File: src/rtl/serial_add_ctrl_pkg.sv
// Shared types and constants for the bit-serial adder controller.
package serial_add_pkg;

    // Controller states
    typedef enum logic [1:0] {
        IDLE = 2'd0,
        RUN  = 2'd1,
        DONE = 2'd2
    } state_t;

    // Default operand width
    localparam int SERIAL_ADD_WIDTH = 4;

    // Bit counter width for a given operand width (never below 1 bit)
    function automatic int cnt_width(input int w);
        return (w < 2) ? 1 : $clog2(w);
    endfunction

endpackage

File: src/rtl/serial_add_ctrl_if.sv
// Request/result bundle of the bit-serial adder.
// The Ovf signal exists only when SERIAL_ADD_OVF_EN is defined.
interface serial_add_ctrl_if #(
    parameter int WIDTH = 4
) ();
    logic             Start;
    logic [WIDTH-1:0] A;
    logic [WIDTH-1:0] B;
    logic             Cin;
    logic             Busy;
    logic             Done;
    logic [WIDTH-1:0] S;
    logic             Co;
`ifdef SERIAL_ADD_OVF_EN
    logic             Ovf;

    modport master (output Start, A, B, Cin, input Busy, Done, S, Co, Ovf);
    modport slave  (input Start, A, B, Cin, output Busy, Done, S, Co, Ovf);
`else
    modport master (output Start, A, B, Cin, input Busy, Done, S, Co);
    modport slave  (input Start, A, B, Cin, output Busy, Done, S, Co);
`endif
endinterface

File: src/rtl/serial_add_ctrl_fa.sv
// Combinational full-adder bit slice shared across all bit positions.
module FA (
    input  logic A,
    input  logic B,
    input  logic Ci,
    output logic S,
    output logic Co
);
    assign S  = A ^ B ^ Ci;
    assign Co = (A & B) | (Ci & (A ^ B));
endmodule

File: src/rtl/serial_add_ctrl.sv
// Bit-serial adder controller: one FA slice, LSB first, one bit per clock.
// Optional signed-overflow output enabled by defining SERIAL_ADD_OVF_EN.
module serial_add_ctrl
    import serial_add_pkg::*;
#(
    parameter int WIDTH = SERIAL_ADD_WIDTH
) (
    input  logic             CLK,
    input  logic             RST,
    serial_add_ctrl_if.slave bus
);
    localparam int CNT_W = cnt_width(WIDTH);

    state_t           state_q;
    logic [WIDTH-1:0] a_q;
    logic [WIDTH-1:0] b_q;
    logic [WIDTH-1:0] psum_q;
    logic [WIDTH-1:0] psum_d;
    logic [CNT_W-1:0] cnt_q;
    logic             cy_q;
    logic [WIDTH-1:0] s_q;
    logic             co_q;
    logic             busy_q;
    logic             done_q;
    logic             fa_s;
    logic             fa_co;
    logic             last_bit;
`ifdef SERIAL_ADD_OVF_EN
    logic             ovf_q;
`endif

    FA u_fa (
        .A  (a_q[0]),
        .B  (b_q[0]),
        .Ci (cy_q),
        .S  (fa_s),
        .Co (fa_co)
    );

    // New sum bit enters at the MSB so the first (LSB) bit lands at bit 0 after WIDTH shifts
    assign psum_d   = {fa_s, psum_q[WIDTH-1:1]};
    assign last_bit = (cnt_q == CNT_W'(WIDTH - 1));

    // Sequencer: capture on Start, shift one bit per cycle, publish result on the last bit
    always_ff @(posedge CLK) begin
        if (RST) begin
            state_q <= IDLE;
            cnt_q   <= '0;
            cy_q    <= 1'b0;
            s_q     <= '0;
            co_q    <= 1'b0;
            busy_q  <= 1'b0;
            done_q  <= 1'b0;
`ifdef SERIAL_ADD_OVF_EN
            ovf_q   <= 1'b0;
`endif
        end else begin
            done_q <= 1'b0;
            case (state_q)
                IDLE: begin
                    if (bus.Start) begin
                        a_q     <= bus.A;
                        b_q     <= bus.B;
                        cy_q    <= bus.Cin;
                        cnt_q   <= '0;
                        busy_q  <= 1'b1;
                        state_q <= RUN;
                    end
                end
                RUN: begin
                    a_q    <= a_q >> 1;
                    b_q    <= b_q >> 1;
                    cy_q   <= fa_co;
                    psum_q <= psum_d;
                    cnt_q  <= cnt_q + CNT_W'(1);
                    if (last_bit) begin
                        s_q     <= psum_d;
                        co_q    <= fa_co;
`ifdef SERIAL_ADD_OVF_EN
                        // cy_q holds the carry into the MSB slice during the last bit
                        ovf_q   <= cy_q ^ fa_co;
`endif
                        busy_q  <= 1'b0;
                        done_q  <= 1'b1;
                        state_q <= DONE;
                    end
                end
                DONE: begin
                    state_q <= IDLE;
                end
                default: begin
                    state_q <= IDLE;
                end
            endcase
        end
    end

    assign bus.Busy = busy_q;
    assign bus.Done = done_q;
    assign bus.S    = s_q;
    assign bus.Co   = co_q;
`ifdef SERIAL_ADD_OVF_EN
    assign bus.Ovf  = ovf_q;
`endif

endmodule

File: src/flat_wrapper.sv
// flat-port wrapper written by rule: the top's interface ports become plain ports
module serial_add_ctrl_flat import serial_add_pkg::*;
#(
    parameter int WIDTH = SERIAL_ADD_WIDTH
)
  (CLK, RST, bus_Start, bus_A, bus_B, bus_Cin, bus_Busy, bus_Done, bus_S, bus_Co);
  serial_add_ctrl_if #(.WIDTH(WIDTH)) bus_i ();
  input  logic CLK;
  input  logic RST;
  input wire logic [$bits(bus_i.Start)-1:0] bus_Start;
  input wire logic [$bits(bus_i.A)-1:0] bus_A;
  input wire logic [$bits(bus_i.B)-1:0] bus_B;
  input wire logic [$bits(bus_i.Cin)-1:0] bus_Cin;
  output wire logic [$bits(bus_i.Busy)-1:0] bus_Busy;
  output wire logic [$bits(bus_i.Done)-1:0] bus_Done;
  output wire logic [$bits(bus_i.S)-1:0] bus_S;
  output wire logic [$bits(bus_i.Co)-1:0] bus_Co;
  assign bus_i.Start = bus_Start;
  assign bus_i.A = bus_A;
  assign bus_i.B = bus_B;
  assign bus_i.Cin = bus_Cin;
  assign bus_Busy = bus_i.Busy;
  assign bus_Done = bus_i.Done;
  assign bus_S = bus_i.S;
  assign bus_Co = bus_i.Co;
  serial_add_ctrl #(.WIDTH(WIDTH)) u_core (.CLK(CLK), .RST(RST), .bus(bus_i));
endmodule
File: config.mk
export PLATFORM = sky130hd
export DESIGN_NAME = serial_add_ctrl_flat
export DESIGN_NICKNAME = d
export VERILOG_FILES = /design/src/rtl/serial_add_ctrl_pkg.sv /design/src/rtl/serial_add_ctrl_if.sv /design/src/rtl/serial_add_ctrl_fa.sv /design/src/rtl/serial_add_ctrl.sv /design/src/flat_wrapper.sv
export SDC_FILE = /design/constraint.sdc
export NUM_CORES = 1
export LEC_CHECK = 0
export CORE_UTILIZATION = 52
export DETAILED_ROUTE_END_ITERATION = 10
export PLACE_DENSITY = 0.88
export SYNTH_ARGS = -nofsm -noshare
export SYNTH_HDL_FRONTEND = slang
export SYNTH_SLANG_ARGS = --single-unit
File: constraint.sdc
create_clock -name CLK -period 3.3 [get_ports CLK]
set_clock_uncertainty 0.2 [all_clocks]
set_input_delay 0.66 -clock CLK [delete_from_list [all_inputs] [get_ports CLK]]
set_output_delay 0.66 -clock CLK [all_outputs]
set_load 0.01 [all_outputs]
### Word level (Yosys, flattened, before mapping)

Index checks and enable logic that the tools add are counted.

* add/subtract/negate cells: 1
* equal/unequal tests: 4
* mux-type cells: 15
* bitwise gates (word level): 7
* reduce and logical (&&, ||, !) cells: 9

Operators with widths (count)
* $pmux W4 S2: 2
* $mux W4: 2
* $pmux W2 S2: 2
* $reduce_and A2 Y1: 4
* $mux W2: 3
* $reduce_and A3 Y1: 2
* $mux W1: 4
* $pmux W1 S2: 2
* $add A2 B1 Y2 const B: 1
* $and A1 B1 Y1: 2
* $eq A2 B1 Y1 const B: 1
* $eq A2 B2 Y1 const B: 1
* $logic_not A2 Y1: 1
* $ne A2 B1 Y1 const B: 1
* $ne A2 B2 Y1 const B: 1
* $not A1 Y1: 2
* $reduce_bool A2 Y1: 1
* $reduce_or A2 Y1: 1
* $xor A1 B1 Y1: 2
* $or A1 B1 Y1: 1

* register bits after elaboration: 24

### Depth between registers and ports, before layout

* depth in word-level cells: 4
* mapped depth: 4
* gate-level depth less buffers: 4

### Hierarchy

From an unflattened synthesis, not the netlist that was laid out.

* cells, all modules: 86
* area, all modules: 925.9 µm²

By module, submodules not included
* serial_add_ctrl: instances 1, cells an instance 85, area each 905.9 µm²
* FA: instances 1, cells an instance 1, area each 20.0 µm²

### Worst setup path after synthesis

OpenSTA, ideal clock, no wires.

* path type: input -> register
* from: input port RST
* to: register u_core.a_q[0], enable pin
* setup time: 0.370 ns
* arrival: 1.250 ns
* path slack: 1.480 ns
* stages on the path: 2
* buffers on the path: 1
* cells stage by stage: clkbuf_1 nor2_1

* longest elaborated chain between the ends: 2

Ends and longest elaborated chain
* start: declaration: RTL line flat_wrapper.sv:9 `input logic RST;`
* $not A1 Y1 (no source line)
* $reduce_and A3 Y1 (no source line)
* end signal: assignment: RTL line serial_add_ctrl.sv:62 `a_q <= bus.A;`
* end signal: assignment: RTL line serial_add_ctrl.sv:71 `a_q <= a_q >> 1;`
* end: declaration: RTL line serial_add_ctrl.sv:15 `logic [WIDTH-1:0] a_q;`

Every way passes these cells.
A chain may end at the register's enable or synchronous reset.

### Final worst setup path

* from: input port RST
* to: register u_core.b_q[1], enable pin

* longest elaborated chain between the ends: 2

Ends and longest elaborated chain
* $not A1 Y1 (no source line)
* $reduce_and A3 Y1 (no source line)
* end signal: assignment: RTL line serial_add_ctrl.sv:63 `b_q <= bus.B;`
* end signal: assignment: RTL line serial_add_ctrl.sv:72 `b_q <= b_q >> 1;`
* end: declaration: RTL line serial_add_ctrl.sv:16 `logic [WIDTH-1:0] b_q;`

Every way passes these cells.

==> results.toml <==
[logic_synthesis]
ys.flop_type = "dfxtp_1"
syn-num-nets = 101
syn_inst = 86
syn_area_per_cell_um2 = 10.9
yosys_register_bits = 23
synth_top_cell_area_share_pct = 35.2
ys_seq_area_share_pct = 60.8
synthArstFlopShare_pct = 0
synth.most_common_cell = "nand2_1"
yosys-top-cells-area = "edfxtp_1 (35%), dfxtp_1 (26%), nand2_1 (9.2%)"
ys_warn_count = 0
synthesis.area_um2 = 938
netlist-cell-type-count = 22
yosysTopAreaCell = "edfxtp_1"
synth-edff-count = 11
synthTopCellsByCount = "nand2_1 (23), dfxtp_1 (12), edfxtp_1 (11), a21oi_1 (6), nor2_1 (6)"

[setup_path]
rr_worst_depth = 2
crit_arrival_ns = 1.91
crit_type = "primary input to register"
r2r-end = "u_core.b_q[1]$_DFFE_PP_"
rrSetupSlack_ns = 1.60
crit_chain = "clkdlybuf4s50_1 > nor2_1"
rr_startpoint = "u_core.state_q[1]$_SDFFE_PP0P_"
crit_path_start_kind = "primary input"
cp_max_fo = 12
required_ns = 3.05
critPathTopFamily = "buffers and inverters"
critPathMaxStageDelay_ns = 0.62
cp_num_buf_inv = 1
cp-end-kind = "register"
cp_slowest_cell = "clkdlybuf4s50_1"

[grt]
grt_pass1_wl_um = 2640
overflow = 0
antenna_found_initial = 0
grt_max_degree = 14
grt_pass1_vias = 631
grtUsageTotal_pct = 18.5

[finish]
nFillCells = 133
area_growth_pct = 22.4
antennaDiodeCount = 0
multi_input_area_um2 = 338
seq_area_um2 = 571
nNetsFinal = 121
fin_area_mm2 = 0.00115
drive_above_1_share_pct = 4.76

[floorplanning]
die_area_mm2 = 0.00198
num_io_pins = 19
num_rows = 14
die_h_um = 44.5
start_util_pct = 58.9
die_x_um = 44.5
core_area_mm2 = 0.00159

[timing]
hold_viol = 0
tns_ns = 0
relSlewSlack_pct = 55.4
max_clock_freq_ghz = 0.463
final-setup-viol-count = 0
slew_violations = 0
rsz0062_at_grt = "no"
tightest_slew_ns = 0.666
finalCritPeriodShare_pct = 65.4
min_period_ns = 2.16

[power_and_ir_drop]
power.leakage_nw = 0.433
p_per_area_mw_per_mm2 = 435
ir_drop_v = 0.000333

[drt]
drt_wl_total_um = 1510
vias = 648
ant_nets = 0
wire_per_inst_um = 11.7
vias_per_cell = 5.02
drcViolationCount = 0
dr.first_iter.drc_count = 9
drt-pass1-iter-count = 4

[run]
drv_cap = 0

[clocking]
clock_latency_ns = 0.30
tritoncts = "done"
clkSinkCount = 23
cts_buffers = 3
cts_resized = 0
clockBufferDepth = 2
cts.clk_slew.worst_paths_ns = 0.12
postCtsSetupBuffers = 0
hold_buffers = 0
htree_levels = 1
root_buffer = "clkbuf_4"

[placement]
postPlaceCellArea_mm2 = 0.00112
dpl.hpwl_um = 1140
io_buffers = 18
gp_congestion = 0.733

[hold_path]
holdPathEnd = "u_core.bus.S[1]$_SDFFE_PP0P_"
timing.hold.worst_path_depth = 2
hp-start = "u_core.bus.S[1]$_SDFFE_PP0P_"
hold_path.class = "register to register"

[status]
outcome = "complete, no violations"
## worst max path at each step
stage | start | endpoint | slack, ns | depth (start not counted)
2_1_floorplan | RST | u_core.a_q[0]$_DFFE_PP_ | 1.48 | 2
6_report | RST | u_core.b_q[1]$_DFFE_PP_ | 1.14 | 2
5_1_grt | RST | u_core.b_q[1]$_DFFE_PP_ | 1.05 | 2
4_1_cts | RST | u_core.a_q[0]$_DFFE_PP_ | 1.11 | 2
3_3_place_gp | RST | u_core.b_q[2]$_DFFE_PP_ | 0.86 | 2
3_5_place_dp | RST | u_core.b_q[3]$_SDFFCE_PN0P_ | 0.77 | 2
## metrics by stage
step	hold WS, ns	utilization (%)	std cells	setup WS [ns]	total power [mW]
global route	0.285	72.1	129	1.05	0.522
finish	0.262	72.1	129	1.14	0.500
global placement	0.242	70.4	125	0.855	0.378
CTS	0.264	72.1	129	1.11	0.504
detailed placement	0.247	70.4	125	0.772	0.381
floorplan	0.226	-	86	1.48	0.360
## cell families after synthesis
kind of cell	after synthesis	synth area share (%)
simple gates	42	20.7
flops	23	60.8
compound gates	12	8.40
mux	2	2.13
buf+inv	4	3.20
fa+ha+maj	3	4.80
## power by group
| group | switching [mW] | total, mW | internal, mW |
|---|---|---|---|
| logic | 0.0246 | 0.0512 | 0.0266 |
| clock network | 0.0792 | 0.126 | 0.0471 |
| registers | 0.00735 | 0.322 | 0.315 |
## per-layer routing
layer | global-route usage, % | part of all wire [%]
met3 | 2.45 | 3.1
met2 | 32.9 | 53
met5 | 0 | 0
met4 | 9.09 | 1.4
met1 | 21.8 | 42
## flip-flops by register name, summed over array words and instances (netlist names)
| name | cells |
|---|---|
| u_core.a_q | 4 |
| u_core.b_q | 4 |
| u_core.bus.Busy | 1 |
| u_core.bus.Co | 1 |
| u_core.bus.Done | 1 |
| u_core.bus.S | 4 |
| u_core.cnt_q | 2 |
| u_core.cy_q | 1 |
| u_core.psum_q | 3 |
| u_core.state_q | 2 |
## placed cells by master, fill, tap and decap left out, types with 2 or more instances in the layout
cell / count
and2_1: 4
edfxtp_1: 11
nor2_1: 6
mux2i_1: 2
clkbuf_4: 3
nand2_1: 23
nand3_1: 5
o21bai_1: 2
ha_1: 2
a21oi_1: 6
clkdlybuf4s50_1: 18
dfxtp_1: 12
## area by class of cell
| cell class | instances | share of cell area [%] |
|---|---|---|
| well taps | 24 | 2.61 |
| multi-input cells | 59 | 29.4 |
| flip-flops and latches | 23 | 49.7 |
| inverters | 1 | 0.327 |
| repair buffers | 18 | 15.7 |
| clock buffers | 4 | 2.29 |
No activity file was read; power rests on OpenSTA's default activity.
